[config.mk]
export PLATFORM = sky130hd
export DESIGN_NAME = spi_byte_tx
export DESIGN_NICKNAME = d
export VERILOG_FILES = /design/src/rtl/spi_byte_tx.sv
export SDC_FILE = /design/constraint.sdc
export NUM_CORES = 1
export LEC_CHECK = 0
export ABC_AREA = 1
export ABC_CLOCK_PERIOD_IN_PS = 1700
export CAP_MARGIN = 5
export CELL_PAD_IN_SITES_DETAIL_PLACEMENT = 1
export CELL_PAD_IN_SITES_GLOBAL_PLACEMENT = 2
export CORE_MARGIN = 1
export CORE_UTILIZATION = 30
export CTS_CLUSTER_SIZE = 10
export DETAILED_ROUTE_END_ITERATION = 12
export GPL_ROUTABILITY_DRIVEN = 0
export PLACE_DENSITY_LB_ADDON = 0.1
export SLEW_MARGIN = 20
export SYNTH_ARGS = -nofsm -noshare
export SYNTH_HDL_FRONTEND = slang
export SYNTH_SLANG_ARGS = --single-unit
[constraint.sdc]
create_clock -name i_clk -period 1.7 [get_ports i_clk]
set_input_delay 0.255 -clock i_clk [delete_from_list [all_inputs] [get_ports i_clk]]
set_output_delay 0.255 -clock i_clk [all_outputs]
set_load 0.02 [all_outputs]
[src/rtl/spi_byte_tx.sv]
// spi_byte_tx: sends one command or data byte to the panel, MSB first, in SPI mode 0.
// A sequencer strobes i_we with a byte, its D/C flag and an optional post-byte delay request.
// The block then drives CS, SCLK, MOSI and D/C, and afterwards returns a one-cycle o_done.
//
// Ports:
//   i_clk, i_rst   clock; asynchronous active-high reset
//   i_data[7:0]    byte to send (MSB first)
//   i_dc           0 = command, 1 = data; latched with i_we
//   i_we           one-cycle request strobe; accepted only while o_busy=0
//   i_need_delay   latched with i_we; adds DELAY idle cycles after the byte
//   o_mosi, o_sclk, o_cs, o_dc   panel pins (CS active low, SCLK idles low)
//   o_done         one-cycle completion pulse
//   o_busy         high from the acceptance edge until the o_done cycle
//
// Handshake: a request is taken on a rising edge where i_we=1 and o_busy=0. Otherwise it is
// dropped without any effect. No request is queued. o_done and o_busy=0 appear together for a
// single cycle, and a request can be accepted on the edge that ends that cycle.
module spi_byte_tx #(
  parameter int CLK_DIV = 2,
  parameter int DELAY   = 2_700_000
) (
  input  logic       i_clk,
  input  logic       i_rst,
  input  logic [7:0] i_data,
  input  logic       i_dc,
  input  logic       i_we,
  input  logic       i_need_delay,
  output logic       o_mosi,
  output logic       o_sclk,
  output logic       o_cs,
  output logic       o_dc,
  output logic       o_done,
  output logic       o_busy
);

  typedef enum logic [2:0] {
    S_IDLE,
    S_SETUP,
    S_SHIFT,
    S_HOLD,
    S_WAIT
  } state_t;

  localparam int CW = (CLK_DIV > 1) ? $clog2(CLK_DIV) : 1;
  localparam int DW = (DELAY > 0) ? $clog2(DELAY + 1) : 1;
  localparam logic [CW-1:0] DIV_LAST = CW'(CLK_DIV - 1);
  localparam logic [DW-1:0] DLY_LAST = DW'((DELAY > 0) ? DELAY - 1 : 0);
  localparam logic          HAS_DELAY = (DELAY > 0);

  state_t        state_q, state_d;
  logic [CW-1:0] div_cnt_q, div_cnt_d;
  logic [2:0]    bit_cnt_q, bit_cnt_d;
  // Only the seven bits still to be sent are kept. Bit 7 goes straight onto MOSI at acceptance.
  logic [6:0]    sh_q, sh_d;
  logic          need_dly_q, need_dly_d;
  logic [DW-1:0] dly_cnt_q, dly_cnt_d;
  logic          mosi_q, mosi_d;
  logic          sclk_q, sclk_d;
  logic          cs_q, cs_d;
  logic          dc_q, dc_d;
  logic          done_q, done_d;
  logic          busy_q, busy_d;

  always_comb begin
    state_d    = state_q;
    div_cnt_d  = div_cnt_q;
    bit_cnt_d  = bit_cnt_q;
    sh_d       = sh_q;
    need_dly_d = need_dly_q;
    dly_cnt_d  = dly_cnt_q;
    mosi_d     = mosi_q;
    sclk_d     = sclk_q;
    cs_d       = cs_q;
    dc_d       = dc_q;
    done_d     = 1'b0;
    busy_d     = busy_q;

    case (state_q)
      S_IDLE: begin
        if (busy_q) begin
          // First cycle back in IDLE: finish the previous byte.
          done_d = 1'b1;
          busy_d = 1'b0;
        end else if (i_we) begin
          sh_d       = i_data[6:0];
          need_dly_d = i_need_delay;
          cs_d       = 1'b0;
          dc_d       = i_dc;
          mosi_d     = i_data[7];
          busy_d     = 1'b1;
          div_cnt_d  = '0;
          bit_cnt_d  = '0;
          state_d    = S_SETUP;
        end
      end

      S_SETUP: begin
        if (div_cnt_q == DIV_LAST) begin
          div_cnt_d = '0;
          sclk_d    = 1'b1;
          state_d   = S_SHIFT;
        end else begin
          div_cnt_d = div_cnt_q + CW'(1);
        end
      end

      S_SHIFT: begin
        if (div_cnt_q == DIV_LAST) begin
          div_cnt_d = '0;
          if (sclk_q) begin
            // Falling edge. MOSI moves here so the panel sees stable data at the next rise.
            sclk_d = 1'b0;
            if (bit_cnt_q == 3'd7) begin
              state_d = S_HOLD;
            end else begin
              bit_cnt_d = bit_cnt_q + 3'd1;
              mosi_d    = sh_q[6];
              sh_d      = {sh_q[5:0], 1'b0};
            end
          end else begin
            sclk_d = 1'b1;
          end
        end else begin
          div_cnt_d = div_cnt_q + CW'(1);
        end
      end

      S_HOLD: begin
        if (div_cnt_q == DIV_LAST) begin
          div_cnt_d = '0;
          cs_d      = 1'b1;
          dly_cnt_d = '0;
          state_d   = (need_dly_q && HAS_DELAY) ? S_WAIT : S_IDLE;
        end else begin
          div_cnt_d = div_cnt_q + CW'(1);
        end
      end

      S_WAIT: begin
        if (dly_cnt_q == DLY_LAST) begin
          state_d = S_IDLE;
        end else begin
          dly_cnt_d = dly_cnt_q + DW'(1);
        end
      end

      default: state_d = S_IDLE;
    endcase
  end

  always_ff @(posedge i_clk or posedge i_rst) begin
    if (i_rst) begin
      state_q    <= S_IDLE;
      div_cnt_q  <= '0;
      bit_cnt_q  <= '0;
      sh_q       <= '0;
      need_dly_q <= 1'b0;
      dly_cnt_q  <= '0;
      mosi_q     <= 1'b0;
      sclk_q     <= 1'b0;
      cs_q       <= 1'b1;
      dc_q       <= 1'b0;
      done_q     <= 1'b0;
      busy_q     <= 1'b0;
    end else begin
      state_q    <= state_d;
      div_cnt_q  <= div_cnt_d;
      bit_cnt_q  <= bit_cnt_d;
      sh_q       <= sh_d;
      need_dly_q <= need_dly_d;
      dly_cnt_q  <= dly_cnt_d;
      mosi_q     <= mosi_d;
      sclk_q     <= sclk_d;
      cs_q       <= cs_d;
      dc_q       <= dc_d;
      done_q     <= done_d;
      busy_q     <= busy_d;
    end
  end

  assign o_mosi = mosi_q;
  assign o_sclk = sclk_q;
  assign o_cs   = cs_q;
  assign o_dc   = dc_q;
  assign o_done = done_q;
  assign o_busy = busy_q;

endmodule

== After elaboration in Yosys (flattened, before gate mapping) ==
Index checks and enable logic that the tools add are counted.

* Flip-flop bits (word level): 43
* Word-level logic and storage cells: 90

* Multiplexer cells: 44
* Add/subtract/negate cells: 3
* Bitwise gates (word level): 1
* Eq/ne operators: 16
* Reductions and logical operators: 14

{| class="wikitable"
|+ Operators by type and width
! operator !! count
|-
| $mux 22 || 2
|-
| $pmux 22 s2 || 1
|-
| $mux 3 || 14
|-
| $mux 7 || 5
|-
| $add 22x1->22 const B || 1
|-
| $eq 22x22->1 const B || 1
|-
| $ne 2x2->1 const B || 10
|-
| $mux 1 || 15
|-
| $pmux 3 s5 || 1
|-
| $pmux 7 s2 || 1
|-
| $reduce_and 3->1 || 4
|-
| $reduce_bool 2->1 || 5
|-
| $pmux 1 s2 || 4
|-
| $reduce_and 8->1 || 1
|-
| $eq 3x2->1 const B || 2
|-
| $eq 3x3->1 const B || 2
|-
| $pmux 3 s2 || 1
|-
| $reduce_and 6->1 || 1
|-
| $reduce_and 4->1 || 1
|-
| $add 3x1->3 const B || 1
|-
| $eq 3x1->1 const B || 1
|-
| $logic_not 3->1 || 1
|-
| $reduce_or 3->1 || 1
|-
| $add 1x1->1 const B || 1
|-
| $not 1->1 || 1
|}

== Longest topological paths before layout ==
* Depth in word-level cells: 5
* Depth in mapped cells: 10
* Gate-level depth less buffers: 9

== Least setup slack after synthesis ==
No wires, ideal clock.

* Kind: register -> register
* Start point: reg dly_cnt_q[0]
* End point: reg dly_cnt_q[9]
* Stages on the path, launching flop included: 10
* Clock period less this slack: 1446 ps
* Library setup time: 117 ps
* Path slack: 254 ps
* Arrival time: 1329 ps
* Cells stage by stage: dfrtp_1 > ha_1 > nand3_2 > nor2_1 > nand3_1 > nand2_2 > inv_2 > buf_6 > nand2_1 > nand2_1

* Word-level cells in the longest chain between the ends: 3

{| class="wikitable"
|+ Ends and longest elaborated chain
! element !! line !! source
|-
| start, declared || 56 || <nowiki>logic [DW-1:0] dly_cnt_q, dly_cnt_d;</nowiki>
|-
| start signal, assigned || 171 || <nowiki>dly_cnt_q <= dly_cnt_d;</nowiki>
|-
| $add 22x1->22 or $eq 22x22->1 (tied branches) || 143, 140 ||
|-
| $mux 22 or $ne 2x2->1 (tied branches) || -- ||
|-
| $pmux 22 s2 or $reduce_and 3->1 (tied branches) || -- ||
|}

Parallel ways exist; a longest one is shown, timed or not. The select of a mux whose other input is x is not followed.
A chain may end at the register's enable or synchronous reset.

== Worst setup path after layout ==
* Start point: reg busy_q (netlist: o_busy)
* End point: out o_busy

{| class="wikitable"
|+ RTL lines
! element !! line !! source
|-
| start, declared || 62 || <nowiki>logic busy_q, busy_d;</nowiki>
|-
| start signal, assigned || 177 || <nowiki>busy_q <= busy_d;</nowiki>
|-
| end, declared || 33 || <nowiki>output logic o_busy</nowiki>
|}

No word-level cell between the ends.

==> flow_metrics.tcl <==
set metrics [dict create \
    ys_types 29 \
    required_ns 1.44 \
    mappedNetlistArea_um2 2485 \
    synthXorXnorAreaFrac_pct 3.525 \
    drc 0 \
    critical_path.top_delay_family "buffers and inverters" \
    slowest_stage "clkdlybuf4s50_1" \
    detail-route-antenna-nets 0 \
    outcome "finished clean" \
    hold_viol_final 0 \
    cts.sinks 43 \
    area_growth_pct 19.69 \
    core_um2 7888 \
    power_density_nw_per_um2 1208 \
    grt.total_usage_pct 16.78 \
    overflow 0 \
    yosys_most_used_dff "dfrtp_1" \
    num_rows 32 \
    fin_util_pct 37.71 \
    die_area_um2 8651 \
    cts.clk_slew.worst_paths_ns 0.10 \
    timing.rr.end "sh_q[2]$_DFFE_PP0P_" \
    path_class "flop to output port" \
    synth_common_cells "nand2_1, dfrtp_1, nand3_1" \
    fmax_mhz 632.9 \
    synth_warnings 0 \
    n_fill_cell 986 \
    sw_frac_of_total_pct 40.03 \
    drv_slew 0 \
    cts_root_buffer "clkbuf_8" \
    timing.final.crit_share_pct 92.95 \
    avgRoutedWirePerCell_um 13.95 \
    setup_violations 0 \
    static-leakage-power_nw 1.426 \
    cts-buffers-inserted 5 \
    synth_edf_count 0 \
    fin_hold_ws_ns 0.2063 \
    nNetsFinal 385 \
    clkPwrFrac_pct 19.6 \
    r2r_setup_slack_ns 0.15 \
    ys_ff_latch 43 \
    synth_cells 337 \
    yosysMostFrequentCell "nand2_1" \
    cts_hold_buffers 0 \
    synth_top_area_share_pct 42.30 \
    antenna_found_initial 0 \
    min_path_type "primary input to async pin" \
    reg2reg_depth 9 \
    synth_simple_gate_area_share_pct 37.97 \
    cp_cell_sequence "clkdlybuf4s50_1" \
    period_needed_ns 1.580 \
    crit_fanout 4 \
    port_buffers 18 \
    insertion_delay_ns 0.30 \
    critPathCaptureType "output port" \
    r2r_start "bit_cnt_q[0]$_DFFE_PP0P_" \
    synth_top_family_by_area "simple AND/OR/NAND/NOR gates" \
    slew_headroom_pct 74.12 \
    cp-start-kind "flop" \
    totalWireLength_mm 6.586 \
    cts_tree "done" \
    die_w_um 93.01 \
    synthTopCellsByArea "dfrtp_1, nand2_1, nand3_1" \
    slowest_delay_ns 0.62 \
    avgSynthCellArea_um2 7.374 \
    die_h_um 93.01 \
    start_util_pct 31.50 \
    grt_pass1_wl_mm 11.41 \
    power_frac_comb_pct 40.4 \
    h-tree-depth 2 \
    worst_slew_pin_slew_ns 0.3867 \
    synthMuxAreaShare_pct 2.820 \
    ir_drop_uv 989.7 \
    seq_area_frac_synth_pct 43.35 \
    worstSetupStartpoint "o_busy$_DFFE_PP0P_" \
    fin_skew_ns 0.009215 \
    grt_pass1_vias 2354 \
    synth-adder-area-share_pct 1.511 \
    yosys.area.top_type "dfrtp_1" \
    via_per_inst 4.784 \
    via_count 2258 \
    firstDrtPassIters 4 \
    drive_gt1_share_pct 12.97 \
    drv_cap 0 \
    diodes 0 \
    dpl.hpwl_mm 4.933 \
    mappedNetlistNets 353 \
    cp.depth 1 \
    async_flop_share_pct 100.0 \
    drtIter0Drc 106 \
    cp.arrival_ns 1.33 \
    p_switching_w 0.001438 \
    worstSetupEndpoint "o_busy" \
    p_int_w 0.002154 \
    p_seq_share_pct 40.0 \
    synth_compound_area_share_pct 4.683 \
    io_pins 19 \
    cts_buffer_depth 2 \
    grt_max_degree 24 \
    critPathBufInv 1 \
]
[logic make-up (layout without fill, tap and decap cells)]
kind of cell	Yosys count	count (layout)
simple gates	219	219
fa+ha+maj	3	3
xor+xnor	10	10
compound gates	22	22
flops	43	43
buf+inv	33	66
mux	7	7
[power groups by stage]
stage | sequential [W] | combinational, W | clock [W]
after floorplan | 0.00151 | 0.000896 | 0
after global placement | 0.00145 | 0.00144 | 0
after detailed placement | 0.00146 | 0.00147 | 0
after CTS | 0.00144 | 0.00146 | 0.000732
after global routing | 0.00147 | 0.00165 | 0.000769
final | 0.00144 | 0.00145 | 0.000704
[worst min path at each step]
stage                           startpoint                     end  slack (ns)  depth (start not counted)
after floorplan               i_need_delay  need_dly_q$_DFFE_PP0P_        0.37                          2
after global placement    o_cs$_DFFE_PP1P_        o_cs$_DFFE_PP1P_        0.45                          2
after detailed placement  o_cs$_DFFE_PP1P_        o_cs$_DFFE_PP1P_        0.46                          2
after CTS                            i_rst      o_mosi$_DFFE_PP0P_        0.21                          2
after global routing                 i_rst      o_mosi$_DFFE_PP0P_        0.23                          2
final                                i_rst      o_mosi$_DFFE_PP0P_        0.21                          2
[placed cells by master (no fill, tap or decap), types with 3 or more instances in the layout]
master	count
nand2_1	124
dfrtp_1	42
nand3_1	39
nor2_1	35
clkdlybuf4s50_1	17
inv_1	16
o21ai_1	15
buf_4	14
inv_2	7
xor2_1	7
mux2i_1	7
clkbuf_8	5
nor2_2	4
nor3_2	3
or2_2	3
xnor2_1	3
o21ai_0	3
nand4_1	3
[routing by layer]
metal	vias to the layer above	track usage, %	part of all wire, %
met2	16	29.72	50
li1	1137	-	-
met3	6	2.439	1.5
met5	-	0	0
met1	1099	21.33	47
met4	0	4.231	1.0
[sequential cells by signal, summed over array words and instances, names as in the netlist]
register and cells:
bit_cnt_q 3, o_done 1, o_dc 1, state_q 3, o_sclk 1, div_cnt_q 1
o_mosi 1, o_cs 1, o_busy 1, dly_cnt_q 22, sh_q 7, need_dly_q 1
[cell type report]
cell class / count / area [um2] / area share (%)
inverters: 24 / 90.09 / 3.029
well taps: 102 / 127.6 / 4.291
flip-flops and latches: 43 / 1077 / 36.22
repair buffers: 34 / 324.1 / 10.90
multi-input cells: 261 / 1262 / 42.45
clock buffers: 5 / 68.82 / 2.314
clock inverters: 3 / 23.77 / 0.7993
[repair_timing]
item / in CTS / in global routing
resized for setup: 1 / 2
endpoints found under the setup margin: 1 / 20
setup buffers: 0 / 1
[metrics by stage]
stage	TNS [ns]	cell area, um2	total power (W)	std cells	worst slack [ns]
6_report	0	2974	0.003592	472	0.1199
3_5_place_dp	0	2868	0.002928	463	0.06929
5_1_grt	-0.01366	2974	0.003880	472	-0.007291
2_1_floorplan	0	2485	0.002404	337	0.2544
4_1_cts	0	2959	0.003636	471	0.09712
3_3_place_gp	0	2868	0.002891	463	0.09411
Power figures use the tool's default switching activity.
